## config.mk

```make
export PLATFORM = sky130hd
export DESIGN_NAME = gray_rd_arbiter
export DESIGN_NICKNAME = d
export VERILOG_FILES = /design/src/rtl/gray_rd_arbiter.sv
export SDC_FILE = /design/constraint.sdc
export NUM_CORES = 1
export LEC_CHECK = 0
export ABC_AREA = 0
export CORE_MARGIN = 8
export CORE_UTILIZATION = 41
export CTS_BUF_LIST = sky130_fd_sc_hd__clkbuf_8 sky130_fd_sc_hd__clkbuf_16
export CTS_CLUSTER_DIAMETER = 50
export DETAILED_ROUTE_END_ITERATION = 7
export PLACE_DENSITY = 0.86
export SLEW_MARGIN = 20
export SYNTH_ARGS = -nofsm -noshare
export SYNTH_HDL_FRONTEND = slang
export SYNTH_SLANG_ARGS = --single-unit
```

## constraint.sdc

```tcl
create_clock -name clk -period 2.2 [get_ports clk]
set_clock_uncertainty 0.05 [all_clocks]
set_input_delay 0.22 -clock clk [delete_from_list [all_inputs] [get_ports clk]]
set_output_delay 0.22 -clock clk [all_outputs]
set_load 0.02 [all_outputs]
```

## src/rtl/gray_rd_arbiter.sv

```systemverilog
// Two-requester round-robin arbiter for the gray-image memory read port.
// Supports bounded lock bursts and routes each returned byte back to the
// requester that issued it through an in-flight tag pipeline.
module gray_rd_arbiter #(
  parameter int unsigned ADDR_W   = 14,
  parameter int unsigned DATA_W   = 8,
  parameter int unsigned RD_LAT   = 1,
  parameter int unsigned MAX_LOCK = 9
) (
  input  logic              clk,
  input  logic              reset,
  input  logic              req0,
  input  logic [ADDR_W-1:0] addr0,
  input  logic              lock0,
  output logic              gnt0,
  output logic              rvalid0,
  output logic [DATA_W-1:0] rdata0,
  input  logic              req1,
  input  logic [ADDR_W-1:0] addr1,
  input  logic              lock1,
  output logic              gnt1,
  output logic              rvalid1,
  output logic [DATA_W-1:0] rdata1,
  output logic              mem_rd,
  output logic [ADDR_W-1:0] mem_addr,
  input  logic [DATA_W-1:0] mem_data,
  output logic              busy
);

  localparam logic [3:0] MaxLock = 4'(MAX_LOCK);

  typedef enum logic [1:0] {StFree, StOwn0, StOwn1} own_e;

  own_e        state_q, state_d;
  logic        last_gnt_q, last_gnt_d;
  logic [3:0]  lock_cnt_q, lock_cnt_d;

  // Tag pipeline: stage 0 lines up with mem_rd, stage RD_LAT with valid mem_data.
  logic [RD_LAT:0] tag_v_q, tag_id_q;

  logic [ADDR_W-1:0] mem_addr_q;
  logic              rvalid0_q, rvalid1_q;
  logic [DATA_W-1:0] rdata0_q, rdata1_q;

  logic              any_gnt;
  logic              gnt_id;
  logic              gnt_lock;
  logic [ADDR_W-1:0] gnt_addr;
  logic              own_req;
  logic              own_lock;
  logic [3:0]        lock_cnt_inc;

  assign any_gnt      = gnt0 | gnt1;
  assign gnt_id       = gnt1;
  assign gnt_lock     = gnt1 ? lock1 : lock0;
  assign gnt_addr     = gnt1 ? addr1 : addr0;
  assign own_req      = (state_q == StOwn1) ? req1 : req0;
  assign own_lock     = (state_q == StOwn1) ? lock1 : lock0;
  assign lock_cnt_inc = lock_cnt_q + 4'd1;

  // Owner state, round-robin history and lock counter.
  always_ff @(posedge clk or negedge reset) begin
    if (!reset) begin
      state_q    <= StFree;
      last_gnt_q <= 1'b1;
      lock_cnt_q <= 4'd0;
    end else begin
      state_q    <= state_d;
      last_gnt_q <= last_gnt_d;
      lock_cnt_q <= lock_cnt_d;
    end
  end

  // Next owner state: enter OWNx on a locked grant, leave on unlock or when the burst cap is hit.
  always_comb begin
    state_d    = state_q;
    lock_cnt_d = lock_cnt_q;
    last_gnt_d = any_gnt ? gnt_id : last_gnt_q;
    unique case (state_q)
      StFree: begin
        if (any_gnt) begin
          lock_cnt_d = 4'd1;
          if (gnt_lock && (MaxLock > 4'd1)) state_d = gnt_id ? StOwn1 : StOwn0;
        end
      end
      StOwn0, StOwn1: begin
        if (own_req) begin
          lock_cnt_d = lock_cnt_inc;
          // Reaching the cap forces release; last_gnt then favours the other side.
          if (!own_lock || (lock_cnt_inc >= MaxLock)) state_d = StFree;
        end else if (!own_lock) begin
          state_d = StFree;
        end
      end
      default: state_d = StFree;
    endcase
  end

  // Grant decode: round-robin when free, owner-only while locked.
  always_comb begin
    gnt0 = 1'b0;
    gnt1 = 1'b0;
    unique case (state_q)
      StFree: begin
        if (req0 && req1) begin
          gnt0 = last_gnt_q;
          gnt1 = !last_gnt_q;
        end else begin
          gnt0 = req0;
          gnt1 = req1;
        end
      end
      StOwn0:  gnt0 = req0;
      StOwn1:  gnt1 = req1;
      default: ;
    endcase
  end

  // Issue the granted read and advance the in-flight tags.
  always_ff @(posedge clk or negedge reset) begin
    if (!reset) begin
      tag_v_q    <= '0;
      tag_id_q   <= '0;
      mem_addr_q <= '0;
    end else begin
      tag_v_q  <= {tag_v_q[RD_LAT-1:0], any_gnt};
      tag_id_q <= {tag_id_q[RD_LAT-1:0], gnt_id};
      if (any_gnt) mem_addr_q <= gnt_addr;
    end
  end

  // Capture returning data for the tagged requester; the other side holds.
  always_ff @(posedge clk or negedge reset) begin
    if (!reset) begin
      rvalid0_q <= 1'b0;
      rvalid1_q <= 1'b0;
      rdata0_q  <= '0;
      rdata1_q  <= '0;
    end else begin
      rvalid0_q <= tag_v_q[RD_LAT] & !tag_id_q[RD_LAT];
      rvalid1_q <= tag_v_q[RD_LAT] & tag_id_q[RD_LAT];
      if (tag_v_q[RD_LAT] && !tag_id_q[RD_LAT]) rdata0_q <= mem_data;
      if (tag_v_q[RD_LAT] && tag_id_q[RD_LAT])  rdata1_q <= mem_data;
    end
  end

  assign mem_rd   = tag_v_q[0];
  assign mem_addr = mem_addr_q;
  assign busy     = |tag_v_q;
  assign rvalid0  = rvalid0_q;
  assign rvalid1  = rvalid1_q;
  assign rdata0   = rdata0_q;
  assign rdata1   = rdata1_q;

endmodule
```

==> flow_summary_export.csv <==
group,metric,value,unit
run_status,status,"completed",
placement,io_buffer_count,77,
cts,cts.sinks,43,
worst_setup_path,critPathBufInv,3,
sta,fmax,501,MHz
drt,vias,1465,
drt,drt_iter0_markers,50,
sta,rsz0062_at_grt,"false",
sta,slew_viol_final,0,
synth,synth_seq_cells,43,
placement,dpl.cell_count,293,
worst_hold_path,hold_path_class,"in2async",
worst_setup_path,max_stage_delay,0.39,ns
worst_setup_path,cp_max_fo,6,
synth,synthesis.nets,208,
cts,cts_buffer_depth,2,
final_layout,final_cells,302,
worst_setup_path,endpoint,"gnt1",
floorplan,std_cell_rows,25,
worst_setup_path,path_cells,"inv_1 -> ha_1 -> a21boi_0 -> o21ai_1 -> inv_2 -> clkdlybuf4s15_1",
drt,vias_per_cell,4.85,
power,power_density,1420,nW/um^2
floorplan,die-area,7180,sq um
cts,cts_root_buf,"clkbuf_8",
final_layout,drive_above_1_share,16.1,%
worst_setup_path,r2r_cells,8,
sta,finalHoldViolCount,0,
placement,gp_congestion,0.814,
worst_setup_path,arrival,1.73,ns
worst_setup_path,crit_family,"buffers and inverters",
sta,fin_ws,0.203,ns
sta,min_period_over_period,90.8,%
worst_setup_path,crit_cells,6,
worst_setup_path,critPathKind,"reg2out",
final_layout,multiInputGateArea,791,sq um
worst_setup_path,start_kind,"register",
floorplan,dieHeight,84.8,microns
synth,ys_warn_count,0,
cts,clk_transition_reported_paths,0.09,ns
floorplan,start_util,41.9,%
final_layout,n_antenna_cell,0,
final_layout,nets,294,
drt,drt_wl_total,4.44,mm
sta,holdWs,0.287,ns
cts,postCtsSetupBuffers,0,
sta,fin_setup_tns,0,ns
worst_setup_path,worst_setup_path_end_kind,"output port",
final_layout,regArea,1080,sq um
drt,wire_per_inst,14.7,microns
drt,detail_route.first_pass.iterations,4,
synth,avgSynthCellArea,12.0,sq um
placement,place_ws,0.205,ns
final_layout,final_area,2880,sq um
power,p_leak,0.00129,uW
global_routing,grt_pass1_wl,7.73,mm
floorplan,dieWidth,84.8,microns
sta,tightest_slew,0.395,ns
sta,setup_viol,0,
worst_setup_path,crit_slowest_cell,"dfrtp_1",
drt,drtAntennaViolNets,0,
worst_setup_path,cp-startpoint,"state_q[1]",
placement,placed_area,2780,sq um
floorplan,ioPinCount,78,
cts,cts.htree.levels,2,
cts,clk-insertion-delay-late,0.29,ns
drt,remaining_drc_errors,0,
final_layout,fillers,387,
synth,ys_types,29,
power,ir_drop,0.857,mV
global_routing,grt-ovfl-total,0,
global_routing,grt_antenna_before_repair,0,
synth,synth_area,1940,sq um
worst_setup_path,reg2reg_from,"state_q[1]",
sta,period_needed,2.00,ns
final_layout,synthToLayoutAreaGrowth,48.7,%
sta,relSlewSlack,72.9,%
global_routing,grt_pass1_vias,1635,
cts,cts_tree,"yes",
floorplan,core_area,4630,sq um
cts,cts-buffers-inserted,5,
worst_setup_path,timing.rr.end,"state_q[1]",
synth,synthCells,161,
worst_setup_path,r2r_setup_slack,0.29,ns
placement,dpl.hpwl,3.49,mm
synth,yosysSeqAreaShare,55.6,%
worst_setup_path,required,1.93,ns
global_routing,grt_usage,13.2,%
global_routing,grt_start_max_net_pins,31,
flow_run,cap_violations,0,
[metal layers]
metal	GRT usage, %	wire [microns]	vias up
li1	-	-	720
met1	15.3	1900	680
met2	19.9	1960	61
met3	8.49	541	4
met4	2.91	37	0
met5	0	0	-
[synthesized netlist by cell type]
master | count | area (sq um)
nor2b_1 | 2 | 12.5
a22o_1 | 2 | 17.5
nor3_2 | 1 | 10.0
or2_2 | 1 | 6.26
or2b_1 | 2 | 15.0
mux2i_1 | 17 | 170
ha_1 | 5 | 62.6
dfrtp_1 | 42 | 1050
o21ai_1 | 1 | 5.00
nor2_1 | 2 | 7.51
a211oi_2 | 1 | 12.5
o32ai_1 | 1 | 8.76
a2bb2oi_2 | 1 | 15.0
nand2_1 | 24 | 90.1
o221ai_1 | 1 | 8.76
o311a_4 | 1 | 21.3
mux2_2 | 17 | 191
nand3_1 | 1 | 5.00
xor2_1 | 1 | 8.76
inv_2 | 1 | 3.75
dfstp_2 | 1 | 26.3
a21boi_0 | 1 | 7.51
buf_6 | 2 | 22.5
nand2b_1 | 4 | 25.0
buf_2 | 2 | 10.0
a21oi_1 | 1 | 5.00
inv_1 | 7 | 26.3
o21ai_0 | 17 | 85.1
clkbuf_1 | 2 | 7.51
[per-stage QoR]
step                total power, uW  utilization (%)
finish                         4100             62.2
global route                   4400             62.2
CTS                            4160             62.2
detailed placement             3670             60.1
global placement               3600             60.1
floorplan                      2670                -
[state kept, by name (all words and copies together), names as in the netlist]
| register | count |
|---|---|
| lock_cnt_q | 4 |
| state_q | 2 |
| tag_id_q | 2 |
| last_gnt_q | 1 |
| rdata1 | 8 |
| tag_v_q | 2 |
| mem_addr | 14 |
| rdata0 | 8 |
| rvalid0 | 1 |
| rvalid1 | 1 |
[power by group]
part | switching [uW] | internal, uW | total [uW]
sequential | 199 | 1170 | 1370
clock | 273 | 221 | 494
combinational | 1100 | 1130 | 2230
[cell usage in the layout, fill, tap and decap left out, drive strengths merged]
| master | n |
|---|---|
| clkdlybuf4s50 | 74 |
| dfrtp | 42 |
| nand2 | 24 |
| o21ai | 18 |
| mux2 | 17 |
| mux2i | 17 |
| inv | 8 |
| buf | 8 |
| ha | 5 |
| clkbuf | 5 |
| nand2b | 4 |
| nor2b | 2 |
| nor2 | 2 |
| or2b | 2 |
| a22o | 2 |
| clkinvlp | 2 |
| a21boi | 1 |
| a21oi | 1 |
| or2 | 1 |
| nand3 | 1 |
| xor2 | 1 |
| o311a | 1 |
| a211oi | 1 |
| o32ai | 1 |
| o221ai | 1 |
| nor3 | 1 |
| a2bb2oi | 1 |
| clkinv | 1 |
| dlygate4sd3 | 1 |
| dfstp | 1 |
| dlygate4sd2 | 1 |
| clkdlybuf4s15 | 1 |
[cell type report]
type                       count  share of cell area (%)
clock buffer                   5                    2.39
tap                           54                    2.34
inverter                       8                    1.04
clock inverter                 3                   0.695
timing repair buffer          85                    28.7
multi-input combinational    104                    27.4
sequential                    43                    37.4
[cells by family after synthesis]
| group | synth area share (%) |
|---|---|
| xor+xnor | 0.452 |
| simple gates | 8.84 |
| flops | 55.6 |
| buf+inv | 3.62 |
| compound gates | 9.62 |
| fa+ha+maj | 3.23 |
| mux | 18.7 |
[timing repair]
action / CTS / global route
gates resized for setup: 2 / 1
cloned: 0 / 0
endpoints found under the setup margin: 2 / 1
hold buffers: 1 / 0
hold endpoints to repair: 11 / 0
[worst min-delay path by stage]
stage	to	slack, ns
final	rdata0[7]	0.29
after global routing	tag_id_q[1]	0.31
after CTS	rdata0[7]	0.30
after detailed placement	lock_cnt_q[2]	0.07
after global placement	lock_cnt_q[3]	0.06
after floorplan	lock_cnt_q[0]	-0.13
Note: power is estimated with default switching activity, not from simulation.
